## config.mk

```make
export PLATFORM = sky130hd
export DESIGN_NAME = alu_issue
export DESIGN_NICKNAME = d
export VERILOG_FILES = /design/src/rtl/alu_issue.sv
export SDC_FILE = /design/constraint.sdc
export NUM_CORES = 1
export LEC_CHECK = 0
export ABC_AREA = 1
export ABC_CLOCK_PERIOD_IN_PS = 3860
export CAP_MARGIN = 20
export CORE_MARGIN = 2
export CORE_UTILIZATION = 43
export DETAILED_ROUTE_END_ITERATION = 10
export PLACE_DENSITY = 0.82
export SLEW_MARGIN = 10
export SYNTH_ARGS = -nofsm -noshare
export SYNTH_HDL_FRONTEND = slang
export SYNTH_SLANG_ARGS = --single-unit
```

## constraint.sdc

```tcl
create_clock -name clk -period 3.86 [get_ports clk]
set_clock_uncertainty 0.2 [all_clocks]
set_input_delay 0.772 -clock clk [delete_from_list [all_inputs] [get_ports clk]]
set_output_delay 0.772 -clock clk [all_outputs]
set_load 0.01 [all_outputs]
```

## src/rtl/alu_issue.sv

```systemverilog
// alu_issue: two-stage (decode D, execute E) issuer in front of a combinational RV32I ALU.
// Define ALU_ISSUE_M_EXT_EN to decode DIV/DIVU/REM/REMU with RISC-V divide corner-case correction.
module alu_issue (
    input  logic        clk,
    input  logic        rst,
    input  logic        in_valid,
    output logic        in_ready,
    input  logic [31:0] in_instr,
    input  logic [31:0] in_pc,
    input  logic [31:0] in_rs1_data,
    input  logic [31:0] in_rs2_data,
    output logic [4:0]  alu_operator,
    output logic [31:0] alu_operand1,
    output logic [31:0] alu_operand2,
    input  logic [31:0] alu_result,
    input  logic        alu_result_is_zero,
    output logic        out_valid,
    input  logic        out_ready,
    output logic [4:0]  out_rd,
    output logic        out_rd_we,
    output logic [31:0] out_wb_data,
    output logic        out_branch_taken,
    output logic [31:0] out_branch_target,
    output logic        out_illegal
);
    localparam logic [4:0] ALU_OPERATOR_ADD  = 5'd0;
    localparam logic [4:0] ALU_OPERATOR_SUB  = 5'd1;
    localparam logic [4:0] ALU_OPERATOR_XOR  = 5'd2;
    localparam logic [4:0] ALU_OPERATOR_OR   = 5'd3;
    localparam logic [4:0] ALU_OPERATOR_SLL  = 5'd4;
    localparam logic [4:0] ALU_OPERATOR_SRL  = 5'd5;
    localparam logic [4:0] ALU_OPERATOR_SRA  = 5'd6;
    localparam logic [4:0] ALU_OPERATOR_SLT  = 5'd7;
    localparam logic [4:0] ALU_OPERATOR_SLTU = 5'd8;
`ifdef ALU_ISSUE_M_EXT_EN
    localparam logic [4:0] ALU_OPERATOR_DIV  = 5'd9;
    localparam logic [4:0] ALU_OPERATOR_DIVU = 5'd10;
    localparam logic [4:0] ALU_OPERATOR_REM  = 5'd11;
    localparam logic [4:0] ALU_OPERATOR_REMU = 5'd12;
`endif

    typedef enum logic [1:0] {CLS_ARITH, CLS_BRANCH, CLS_ILLEGAL} cls_t;

    logic [6:0]  opcode, funct7;
    logic [2:0]  funct3;
    logic [4:0]  rd;
    logic [31:0] imm_i, imm_u, imm_b;
    logic [4:0]  dec_op;
    logic [31:0] dec_op1, dec_op2;
    cls_t        dec_cls;
    logic        dec_zsense;
    logic        d_valid, e_valid, d_ready, e_ready;
    logic [4:0]  d_op, d_rd;
    logic [31:0] d_op1, d_op2, d_pc, d_imm, e_result;
    logic        d_rd_we, d_zsense;
    cls_t        d_cls;

    assign opcode = in_instr[6:0];
    assign rd     = in_instr[11:7];
    assign funct3 = in_instr[14:12];
    assign funct7 = in_instr[31:25];
    assign imm_i  = {{20{in_instr[31]}}, in_instr[31:20]};
    assign imm_u  = {in_instr[31:12], 12'b0};
    assign imm_b  = {{20{in_instr[31]}}, in_instr[7], in_instr[30:25], in_instr[11:8], 1'b0};

    always_comb begin
        dec_op     = ALU_OPERATOR_ADD;
        dec_op1    = '0;
        dec_op2    = '0;
        dec_cls    = CLS_ILLEGAL;
        dec_zsense = 1'b0;
        case (opcode)
            7'b0110011: begin
                dec_op1 = in_rs1_data;
                dec_op2 = (funct7 != 7'h01 && funct3[1:0] == 2'b01) ? {27'b0, in_rs2_data[4:0]} : in_rs2_data;
                dec_cls = CLS_ARITH;
                case ({funct7, funct3})
                    {7'h00, 3'b000}: dec_op = ALU_OPERATOR_ADD;
                    {7'h20, 3'b000}: dec_op = ALU_OPERATOR_SUB;
                    {7'h00, 3'b001}: dec_op = ALU_OPERATOR_SLL;
                    {7'h00, 3'b010}: dec_op = ALU_OPERATOR_SLT;
                    {7'h00, 3'b011}: dec_op = ALU_OPERATOR_SLTU;
                    {7'h00, 3'b100}: dec_op = ALU_OPERATOR_XOR;
                    {7'h00, 3'b101}: dec_op = ALU_OPERATOR_SRL;
                    {7'h20, 3'b101}: dec_op = ALU_OPERATOR_SRA;
                    {7'h00, 3'b110}: dec_op = ALU_OPERATOR_OR;
`ifdef ALU_ISSUE_M_EXT_EN
                    {7'h01, 3'b100}: dec_op = ALU_OPERATOR_DIV;
                    {7'h01, 3'b101}: dec_op = ALU_OPERATOR_DIVU;
                    {7'h01, 3'b110}: dec_op = ALU_OPERATOR_REM;
                    {7'h01, 3'b111}: dec_op = ALU_OPERATOR_REMU;
`endif
                    default: dec_cls = CLS_ILLEGAL;
                endcase
            end
            7'b0010011: begin
                dec_op1 = in_rs1_data;
                dec_op2 = (funct3[1:0] == 2'b01) ? {27'b0, imm_i[4:0]} : imm_i;
                dec_cls = CLS_ARITH;
                case (funct3)
                    3'b000: dec_op = ALU_OPERATOR_ADD;
                    3'b001: begin
                        dec_op = ALU_OPERATOR_SLL;
                        if (funct7 != 7'h00) dec_cls = CLS_ILLEGAL;
                    end
                    3'b010: dec_op = ALU_OPERATOR_SLT;
                    3'b011: dec_op = ALU_OPERATOR_SLTU;
                    3'b100: dec_op = ALU_OPERATOR_XOR;
                    3'b101: begin
                        dec_op = funct7[5] ? ALU_OPERATOR_SRA : ALU_OPERATOR_SRL;
                        if ({funct7[6], funct7[4:0]} != 6'b0) dec_cls = CLS_ILLEGAL;
                    end
                    3'b110: dec_op = ALU_OPERATOR_OR;
                    default: dec_cls = CLS_ILLEGAL;
                endcase
            end
            7'b0110111: begin
                dec_op2 = imm_u;
                dec_cls = CLS_ARITH;
            end
            7'b0010111: begin
                dec_op1 = in_pc;
                dec_op2 = imm_u;
                dec_cls = CLS_ARITH;
            end
            7'b1100011: begin
                dec_op1    = in_rs1_data;
                dec_op2    = in_rs2_data;
                dec_op     = funct3[2] ? (funct3[1] ? ALU_OPERATOR_SLTU : ALU_OPERATOR_SLT) : ALU_OPERATOR_SUB;
                dec_cls    = (funct3[2:1] == 2'b01) ? CLS_ILLEGAL : CLS_BRANCH;
                // BEQ/BGE/BGEU are taken on a zero result, BNE/BLT/BLTU on non-zero
                dec_zsense = funct3[2] ? funct3[0] : !funct3[0];
            end
            default: ;
        endcase
        if (dec_cls == CLS_ILLEGAL) begin
            dec_op  = ALU_OPERATOR_ADD;
            dec_op1 = '0;
            dec_op2 = '0;
        end
    end

    assign e_ready  = !e_valid || out_ready;
    assign d_ready  = !d_valid || e_ready;
    assign in_ready = d_ready;
    assign out_valid = e_valid;

    assign alu_operator = d_valid ? d_op : ALU_OPERATOR_ADD;
    assign alu_operand1 = d_valid ? d_op1 : '0;
    assign alu_operand2 = d_valid ? d_op2 : '0;

    always_comb begin
        e_result = alu_result;
`ifdef ALU_ISSUE_M_EXT_EN
        if (d_op2 == '0)
            e_result = (d_op == ALU_OPERATOR_DIV || d_op == ALU_OPERATOR_DIVU) ? '1 :
                       (d_op == ALU_OPERATOR_REM || d_op == ALU_OPERATOR_REMU) ? d_op1 : alu_result;
        else if (d_op1 == 32'h8000_0000 && d_op2 == '1)
            e_result = (d_op == ALU_OPERATOR_DIV) ? 32'h8000_0000 :
                       (d_op == ALU_OPERATOR_REM) ? 32'd0 : alu_result;
`endif
    end

    always_ff @(posedge clk) begin
        if (rst) begin
            d_valid           <= 1'b0;
            e_valid           <= 1'b0;
            out_rd            <= '0;
            out_rd_we         <= 1'b0;
            out_wb_data       <= '0;
            out_branch_taken  <= 1'b0;
            out_branch_target <= '0;
            out_illegal       <= 1'b0;
        end else begin
            if (d_ready) d_valid <= in_valid;
            if (in_valid && d_ready) begin
                d_op     <= dec_op;
                d_op1    <= dec_op1;
                d_op2    <= dec_op2;
                d_rd     <= rd;
                d_rd_we  <= dec_cls == CLS_ARITH && rd != 5'd0;
                d_cls    <= dec_cls;
                d_zsense <= dec_zsense;
                d_pc     <= in_pc;
                d_imm    <= imm_b;
            end
            if (e_ready) e_valid <= d_valid;
            if (d_valid && e_ready) begin
                out_rd            <= d_rd;
                out_rd_we         <= d_rd_we;
                out_wb_data       <= (d_cls == CLS_ARITH) ? e_result : '0;
                out_branch_taken  <= d_cls == CLS_BRANCH && alu_result_is_zero == d_zsense;
                out_branch_target <= (d_cls == CLS_BRANCH) ? d_pc + d_imm : '0;
                out_illegal       <= d_cls == CLS_ILLEGAL;
            end
        end
    end
endmodule

```

==> metrics.txt, run 1 <==
# TYPE chip_impl_metric gauge
chip_impl_info{name="status",value="complete, no violations"} 1
chip_impl_metric{name="ratio_of_cells_with_drive_above_1_in_the_final_layout",unit=""} 0.0461
chip_impl_metric{name="report.final.setup_viol",unit=""} 0
chip_impl_metric{name="dp_cells",unit=""} 1934
chip_impl_metric{name="std_cell_rows",unit=""} 56
chip_impl_metric{name="avgSynthCellArea",unit="um^2"} 7.63
chip_impl_metric{name="seqPwrFrac",unit=""} 0.474
chip_impl_info{name="layout_commonest_cell",value="nand2_1"} 1
chip_impl_metric{name="period_share",unit=""} 0.791
chip_impl_metric{name="postCtsSetupRepairBufs",unit=""} 0
chip_impl_metric{name="cell_internal_pwr",unit="mW"} 3.43
chip_impl_metric{name="route.detailed.wl_per_inst",unit="um"} 15.9
chip_impl_metric{name="number_of_drc_violations_after_detailed_routing_iteration_0",unit=""} 718
chip_impl_metric{name="drt-total-wl",unit="um"} 31200
chip_impl_metric{name="fin_cells",unit=""} 1966
chip_impl_metric{name="worst_ep_required_time",unit="ns"} 2.89
chip_impl_metric{name="number_of_flip_flops_and_latches_in_the_synthesized_netlist",unit=""} 190
chip_impl_metric{name="cts_hold_repair.buffers",unit=""} 0
chip_impl_info{name="worst-setup-path-type",value="reg2out"} 1
chip_impl_metric{name="grt_first_pass_wirelength",unit="um"} 46600
chip_impl_metric{name="io-pin-count",unit=""} 308
chip_impl_info{name="timing.hold.worst.class",value="reg2reg"} 1
chip_impl_metric{name="ys_warn_count",unit=""} 0
chip_impl_metric{name="min_period",unit="ns"} 3.05
chip_impl_metric{name="post_synth_num_cell_types",unit=""} 41
chip_impl_metric{name="cts_max_level",unit=""} 4
chip_impl_metric{name="antenna_violating_nets_post_route",unit=""} 0
chip_impl_info{name="synth_top_flop_cell",value="edfxtp_1"} 1
chip_impl_metric{name="effective_utilization_at_floorplan",unit=""} 0.437
chip_impl_metric{name="leakagePower",unit="nW"} 6.16
chip_impl_metric{name="port_buffer_count",unit=""} 306
chip_impl_metric{name="largest_net_degree_at_the_start_of_global_routing",unit=""} 75
chip_impl_info{name="cts_root_buffer",value="clkbuf_16"} 1
chip_impl_metric{name="power_switching",unit="mW"} 1.26
chip_impl_metric{name="post_cts_resize_count",unit=""} 0
chip_impl_metric{name="clk_path_buf_depth",unit=""} 2
chip_impl_metric{name="synth.net_count",unit=""} 1541
chip_impl_info{name="start_kind",value="register"} 1
chip_impl_metric{name="n_antenna_cell",unit=""} 0
chip_impl_metric{name="crit_arrival",unit="ns"} 2.08
chip_impl_info{name="type_of_destination_of_the_critical_path",value="primary output"} 1
chip_impl_metric{name="gp_congestion",unit=""} 0.938
chip_impl_info{name="rsz0062_at_grt",value="false"} 1
chip_impl_metric{name="floorplan.die_area",unit="um^2"} 25100
chip_impl_metric{name="post_synth_inst_count",unit=""} 1345
chip_impl_metric{name="max-vdd-ir-drop",unit="mV"} 0.235
chip_impl_metric{name="core_area",unit="um^2"} 23500
chip_impl_metric{name="clkLatencyLatePin",unit="ns"} 0.44
chip_impl_metric{name="hold_path_depth",unit=""} 2
chip_impl_metric{name="powerDensity",unit="nW/um^2"} 329
chip_impl_metric{name="drt_pass1_iterations",unit=""} 5
chip_impl_metric{name="post-route-cell-area",unit="um^2"} 14300
chip_impl_metric{name="clock.fmax",unit="MHz"} 328
chip_impl_metric{name="maxSlewHeadroom",unit=""} 0.490
chip_impl_metric{name="timing.max_cap.violations",unit=""} 0
chip_impl_metric{name="cts.sink_count",unit=""} 190
chip_impl_metric{name="worst-slew-pin-transition",unit="ns"} 0.765
chip_impl_metric{name="grt_antenna_before_repair",unit=""} 0
chip_impl_metric{name="gr-total-overflow",unit=""} 0
chip_impl_metric{name="via_count",unit=""} 9864
chip_impl_metric{name="synth.yosys.seq_area_share",unit=""} 0.484
chip_impl_metric{name="fin_tns_setup",unit="ns"} 0
chip_impl_metric{name="power.share.combinational",unit=""} 0.143
chip_impl_metric{name="final_net_count",unit=""} 1830
chip_impl_metric{name="cts_made_buffers",unit=""} 17
chip_impl_metric{name="final_count_of_pins_violating_max_slew",unit=""} 0
chip_impl_metric{name="area_growth_from_synthesis_to_final_layout",unit="%"} 39.3
chip_impl_metric{name="post_dp_cell_area",unit="um^2"} 13700
chip_impl_metric{name="number_of_enable_type_register_cells_in_the_synthesized_netlist",unit=""} 116
chip_impl_info{name="tritoncts",value="done"} 1
chip_impl_metric{name="finalHoldViolCount",unit=""} 0
chip_impl_metric{name="switching_share",unit=""} 0.269
chip_impl_metric{name="ff2ff_path_depth",unit=""} 11
chip_impl_metric{name="dieWidth",unit="um"} 158
chip_impl_metric{name="dp_hpwl",unit="um"} 24200
chip_impl_metric{name="grt_pass1_vias",unit=""} 9022
chip_impl_metric{name="worstPathMaxFanout",unit=""} 49
chip_impl_metric{name="synthArstFlopShare",unit=""} 0
chip_impl_metric{name="p_clk_frac",unit=""} 0.383
chip_impl_metric{name="grt.total_usage",unit=""} 0.243
chip_impl_metric{name="post_synth_instance_area",unit="um^2"} 10300
chip_impl_info{name="final_cell_mix",value="nand2_1, clkdlybuf4s50_1, inv_1"} 1
chip_impl_metric{name="detail_route.drc_violations",unit=""} 0
chip_impl_metric{name="die_extent_in_y",unit="um"} 158
chip_impl_metric{name="detail_routed_via_count_per_cell",unit=""} 5.02
chip_impl_metric{name="clk_transition_reported_paths",unit="ns"} 0.07
-- Yosys cell counts (2+ instances only) --
cell type / count / area share
a21boi_0: 5 / 0.0037
a21oi_1: 127 / 0.062
a22oi_1: 37 / 0.027
and2_1: 2 / 0.0012
buf_1: 4 / 0.0015
buf_2: 10 / 0.0049
buf_6: 2 / 0.0022
clkbuf_1: 36 / 0.013
dfxtp_1: 74 / 0.14
edfxtp_1: 116 / 0.34
ha_1: 30 / 0.037
inv_1: 193 / 0.071
inv_2: 3 / 0.0011
nand2_1: 409 / 0.15
nand3_1: 94 / 0.046
nand4_1: 9 / 0.0055
nor2_1: 127 / 0.046
nor2_2: 4 / 0.0024
nor3_1: 10 / 0.0049
nor3_2: 2 / 0.0020
o211ai_1: 2 / 0.0015
o21ai_0: 18 / 0.0088
o21bai_1: 2 / 0.0015
o31ai_1: 3 / 0.0022
or2_2: 7 / 0.0043
xor2_1: 4 / 0.0034
-- logic make-up (layout without fill, tap and decap cells) --
group,count (synthesis),after routing,share of synthesized area
and+or+nand+nor,672,672,0.269
buffers and inverters,249,551,0.0942
AOI/OAI and AO/OA,197,197,0.109
DFF,190,190,0.484
adders and majority gates,31,31,0.0386
xor gates and xnor gates,5,5,0.00427
other,1,1,0.000366
-- metrics by stage --
step	util	hold slack [ns]	setup WS, ns	power, mW
after floorplan	-	0.275	0.365	2.59
after global placement	0.583	0.251	0.749	2.93
after detailed placement	0.583	0.255	0.682	2.94
after CTS	0.609	0.266	0.803	4.73
after global routing	0.609	0.284	0.682	4.87
final	0.609	0.264	0.807	4.69
-- per-layer routing --
metal	vias up	routed length (um)	part of all wire	track usage
met4	0	795	0.025	0.0905
met5	-	0	0	0
met3	48	2550	0.082	0.0585
met2	406	14800	0.47	0.414
li1	4923	-	-	-
met1	4487	13100	0.42	0.299
-- power groups by stage --
| stage | combinational, mW | sequential [mW] | clock (mW) |
|---|---|---|---|
| 2_1_floorplan | 0.318 | 2.27 | 0 |
| 3_3_place_gp | 0.660 | 2.27 | 0 |
| 3_5_place_dp | 0.669 | 2.27 | 0 |
| 4_1_cts | 0.671 | 2.22 | 1.84 |
| 5_1_grt | 0.737 | 2.23 | 1.90 |
| 6_report | 0.673 | 2.22 | 1.80 |
-- final timing paths --
| kind | start | end | slack, ns |
|---|---|---|---|
| setup reg to reg | d_imm[12]$_DFFE_PP_ | out_branch_target[28]$_SDFFE_PP0P_ | 1.06 |
| setup / recovery | d_valid$_SDFFE_PP0N_ | alu_operand1[31] | 0.81 |
| hold / removal | out_branch_target[14]$_SDFFE_PP0P_ | out_branch_target[14]$_SDFFE_PP0P_ | 0.26 |
| hold reg to reg | out_branch_target[14]$_SDFFE_PP0P_ | out_branch_target[14]$_SDFFE_PP0P_ | 0.26 |
-- worst max-delay path, stage by stage, from the launching register on --
cell and delay [ns]:
dfxtp_2 0.56, buf_12 0.28, nand2_1 0.09, inv_1 0.06, clkdlybuf4s50_1 0.60
-- layout make-up --
cell class | count | area [um^2]
sequential | 190 | 4970
multi-input combinational | 906 | 4340
inverter | 196 | 739
fill | 2118 | 9190
timing repair buffer | 323 | 3240
tap | 319 | 399
clock buffer | 17 | 425
clock inverter | 15 | 171
-- state kept, by name, indices dropped and copies added (netlist names) --
| register | cells |
|---|---|
| d_cls | 2 |
| d_rd_we | 1 |
| d_op | 4 |
| d_valid | 1 |
| out_rd | 5 |
| d_zsense | 1 |
| out_wb_data | 32 |
| out_rd_we | 1 |
| d_pc | 32 |
| out_branch_target | 32 |
| d_rd | 4 |
| d_op2 | 32 |
| out_illegal | 1 |
| d_op1 | 32 |
| d_imm | 8 |
| out_valid | 1 |
| out_branch_taken | 1 |
Note: power is estimated with default switching activity, not from simulation.
==> run 2: changes to the inputs <==
--- a/config.mk
+++ b/config.mk
@@ -6,7 +6,7 @@
 export NUM_CORES = 1
 export LEC_CHECK = 0
 export ABC_AREA = 1
-export ABC_CLOCK_PERIOD_IN_PS = 3860
+export ABC_CLOCK_PERIOD_IN_PS = 2700
 export CAP_MARGIN = 20
 export CORE_MARGIN = 2
 export CORE_UTILIZATION = 43
==> constraint.sdc (replaced) <==
create_clock -name clk -period 2.7 [get_ports clk]
set_clock_uncertainty 0.2 [all_clocks]
set_input_delay 0.54 -clock clk [delete_from_list [all_inputs] [get_ports clk]]
set_output_delay 0.54 -clock clk [all_outputs]
set_load 0.01 [all_outputs]
==> run 2 against run 1 <==
Effect of this change:
- die area stayed put
- flip-flop and latch count stayed put
- largest cell class unchanged
- global-route usage up 1.1 points
- critical endpoint is now alu_operator[3]
==> metrics.txt, run 2 (synthesis gave the netlist of run 1 again) <==
# TYPE chip_impl_metric gauge
chip_impl_metric{name="largest_net_degree_at_the_start_of_global_routing",unit=""} 75
chip_impl_metric{name="via_count",unit=""} 10100
chip_impl_metric{name="final_net_count",unit=""} 1872
chip_impl_info{name="tritoncts",value="done"} 1
chip_impl_metric{name="crit_arrival",unit="ns"} 1.83
chip_impl_metric{name="clk_path_buf_depth",unit=""} 2
chip_impl_metric{name="timing.max_cap.violations",unit=""} 0
chip_impl_metric{name="clock.fmax",unit="MHz"} 389
chip_impl_info{name="critical_path.slowest_cell",value="clkdlybuf4s50_1"} 1
chip_impl_metric{name="detail_route.drc_violations",unit=""} 0
chip_impl_info{name="timing.hold.worst.class",value="reg2reg"} 1
chip_impl_metric{name="core_area",unit="um^2"} 23500
chip_impl_info{name="worst-setup-path-type",value="reg2out"} 1
chip_impl_metric{name="cts_hold_repair.buffers",unit=""} 0
chip_impl_metric{name="clkLatencyLatePin",unit="ns"} 0.44
chip_impl_metric{name="dp_hpwl",unit="um"} 25100
chip_impl_metric{name="route.detailed.wl_per_inst",unit="um"} 16.2
chip_impl_info{name="rsz0062_at_grt",value="false"} 1
chip_impl_metric{name="ff_latch_area",unit="um^2"} 4970
chip_impl_metric{name="dieWidth",unit="um"} 158
chip_impl_metric{name="powerDensity",unit="nW/um^2"} 464
chip_impl_metric{name="gr-total-overflow",unit=""} 0
chip_impl_metric{name="multi_input_area",unit="um^2"} 4360
chip_impl_metric{name="grt_pass1_vias",unit=""} 9552
chip_impl_metric{name="postCtsSetupRepairBufs",unit=""} 0
chip_impl_metric{name="grt_first_pass_wirelength",unit="um"} 49100
chip_impl_info{name="layout_commonest_cell",value="nand2_1"} 1
chip_impl_metric{name="effective_utilization_at_floorplan",unit=""} 0.437
chip_impl_metric{name="io-pin-count",unit=""} 308
chip_impl_metric{name="grt.total_usage",unit=""} 0.254
chip_impl_metric{name="max-vdd-ir-drop",unit="mV"} 0.325
chip_impl_metric{name="worst-slew-pin-transition",unit="ns"} 0.764
chip_impl_metric{name="floorplan.die_area",unit="um^2"} 25100
chip_impl_metric{name="antenna_violating_nets_post_route",unit=""} 0
chip_impl_metric{name="die_extent_in_y",unit="um"} 158
chip_impl_metric{name="drt-total-wl",unit="um"} 32500
chip_impl_metric{name="leakagePower",unit="nW"} 6.41
chip_impl_metric{name="fin_tns_setup",unit="ns"} 0
chip_impl_info{name="cts_root_buffer",value="clkbuf_16"} 1
chip_impl_metric{name="maxSlewHeadroom",unit=""} 0.490
chip_impl_metric{name="final_count_of_pins_violating_max_slew",unit=""} 0
chip_impl_metric{name="worst_ep_required_time",unit="ns"} 1.96
chip_impl_info{name="status",value="complete, no violations"} 1
chip_impl_metric{name="report.final.setup_viol",unit=""} 0
chip_impl_metric{name="fillerInstances",unit=""} 2022
chip_impl_metric{name="period_share",unit=""} 0.953
chip_impl_metric{name="port_buffer_count",unit=""} 306
chip_impl_metric{name="cts_max_level",unit=""} 4
chip_impl_info{name="worstPathCellList",value="buf_12, nand2_1, inv_1, clkdlybuf4s50_1"} 1
chip_impl_info{name="type_of_destination_of_the_critical_path",value="primary output"} 1
chip_impl_metric{name="number_of_drc_violations_after_detailed_routing_iteration_0",unit=""} 867
chip_impl_metric{name="finalHoldViolCount",unit=""} 0
chip_impl_metric{name="cts.sink_count",unit=""} 190
chip_impl_metric{name="min_period",unit="ns"} 2.57
chip_impl_metric{name="critPathBufInv",unit=""} 3
chip_impl_info{name="top_cell_family_by_delay_on_the_critical_path",value="buffers and inverters"} 1
chip_impl_metric{name="timing.critical_path.slowest_cell_delay",unit="ns"} 0.56
chip_impl_metric{name="cts_made_buffers",unit=""} 17
chip_impl_metric{name="area_growth_from_synthesis_to_final_layout",unit="%"} 43.9
chip_impl_metric{name="ratio_of_cells_with_drive_above_1_in_the_final_layout",unit=""} 0.0722
chip_impl_metric{name="clk_transition_reported_paths",unit="ns"} 0.07
chip_impl_metric{name="n_antenna_cell",unit=""} 0
chip_impl_info{name="start_kind",value="register"} 1
chip_impl_metric{name="whs",unit="ns"} 0.263
chip_impl_metric{name="detail_routed_via_count_per_cell",unit=""} 5.03
chip_impl_metric{name="drt_pass1_iterations",unit=""} 7
chip_impl_info{name="final_cell_mix",value="nand2_1, clkdlybuf4s50_1, inv_1"} 1
chip_impl_metric{name="grt_antenna_before_repair",unit=""} 0
chip_impl_metric{name="std_cell_rows",unit=""} 56
chip_impl_metric{name="gp_congestion",unit=""} 0.949
chip_impl_metric{name="worstPathMaxFanout",unit=""} 34
run 2: final timing paths:
| check | startpoint | to | slack, ns | cells past startpoint |
|---|---|---|---|---|
| max | d_valid$_SDFFE_PP0N_ | alu_operator[3] | 0.13 | 4 |
| min reg2reg | out_branch_target[28]$_SDFFE_PP0P_ | out_branch_target[28]$_SDFFE_PP0P_ | 0.26 | 2 |
| max reg2reg | d_pc[1]$_DFFE_PP_ | out_branch_target[25]$_SDFFE_PP0P_ | 0.20 | 13 |
| min | out_branch_target[28]$_SDFFE_PP0P_ | out_branch_target[28]$_SDFFE_PP0P_ | 0.26 | 2 |
run 2: cell type report:
type / instances / share of cell area
Sequential cell: 190 / 0.337
Multi-Input combinational cell: 906 / 0.295
Timing Repair Buffer: 365 / 0.249
Inverter: 196 / 0.0503
Clock buffer: 17 / 0.0288
Tap cell: 319 / 0.0271
Clock inverter: 15 / 0.0131
run 2: routing by layer:
layer | vias to the layer above | part of all wire | global-route usage
met4 | 0 | 0.024 | 0.0828
met3 | 49 | 0.083 | 0.0621
met1 | 4603 | 0.42 | 0.318
met5 | - | 0 | 0
li1 | 5017 | - | -
met2 | 441 | 0.47 | 0.431
run 2: report_power, final:
part / switching [mW] / total, mW / internal [mW]
Clock: 1.29 / 2.63 / 1.34
Combinational: 0.543 / 1.03 / 0.489
Sequential: 0.0353 / 3.17 / 3.14
run 2: worst reg2reg max path: stages, from the launching register on:
cell and delay [ns]:
edfxtp_1 0.42, ha_1 0.28, fa_2 0.40, nand3_1 0.11
nand3_1 0.15, nand2_1 0.10, nand2_1 0.11, nand2_1 0.09
nand2_1 0.10, nand2_1 0.12, nand2_1 0.06, nand2_1 0.05
nand3_1 0.10, a21oi_1 0.14
run 2: stage by stage:
step	power, mW	utilization	setup WS, ns	instance area, um^2	cells
3_5_place_dp	4.26	0.601	-0.0620	14100	1975
6_report	6.84	0.629	0.128	14800	2008
5_1_grt	7.09	0.629	0.0104	14800	2008
2_1_floorplan	3.71	-	-0.373	10300	1345
3_3_place_gp	4.25	0.601	0.00155	14100	1975
4_1_cts	6.88	0.627	0.0187	14700	2007
run 2: what timing repair did:
| action | in CTS | in global routing |
|---|---|---|
| cloned | 0 | 1 |
| resized for setup | 1 | 2 |
| setup endpoints to repair | 1 | 34 |
==> run 3: changes to the inputs <==
--- a/config.mk
+++ b/config.mk
@@ -10,6 +10,7 @@
 export CAP_MARGIN = 20
 export CORE_MARGIN = 2
 export CORE_UTILIZATION = 43
+export CTS_CLUSTER_DIAMETER = 150
 export DETAILED_ROUTE_END_ITERATION = 10
 export PLACE_DENSITY = 0.82
 export SLEW_MARGIN = 10
==> results of run 3 <==
No change in the layout: final DEF, timing and power equal those of run 2.
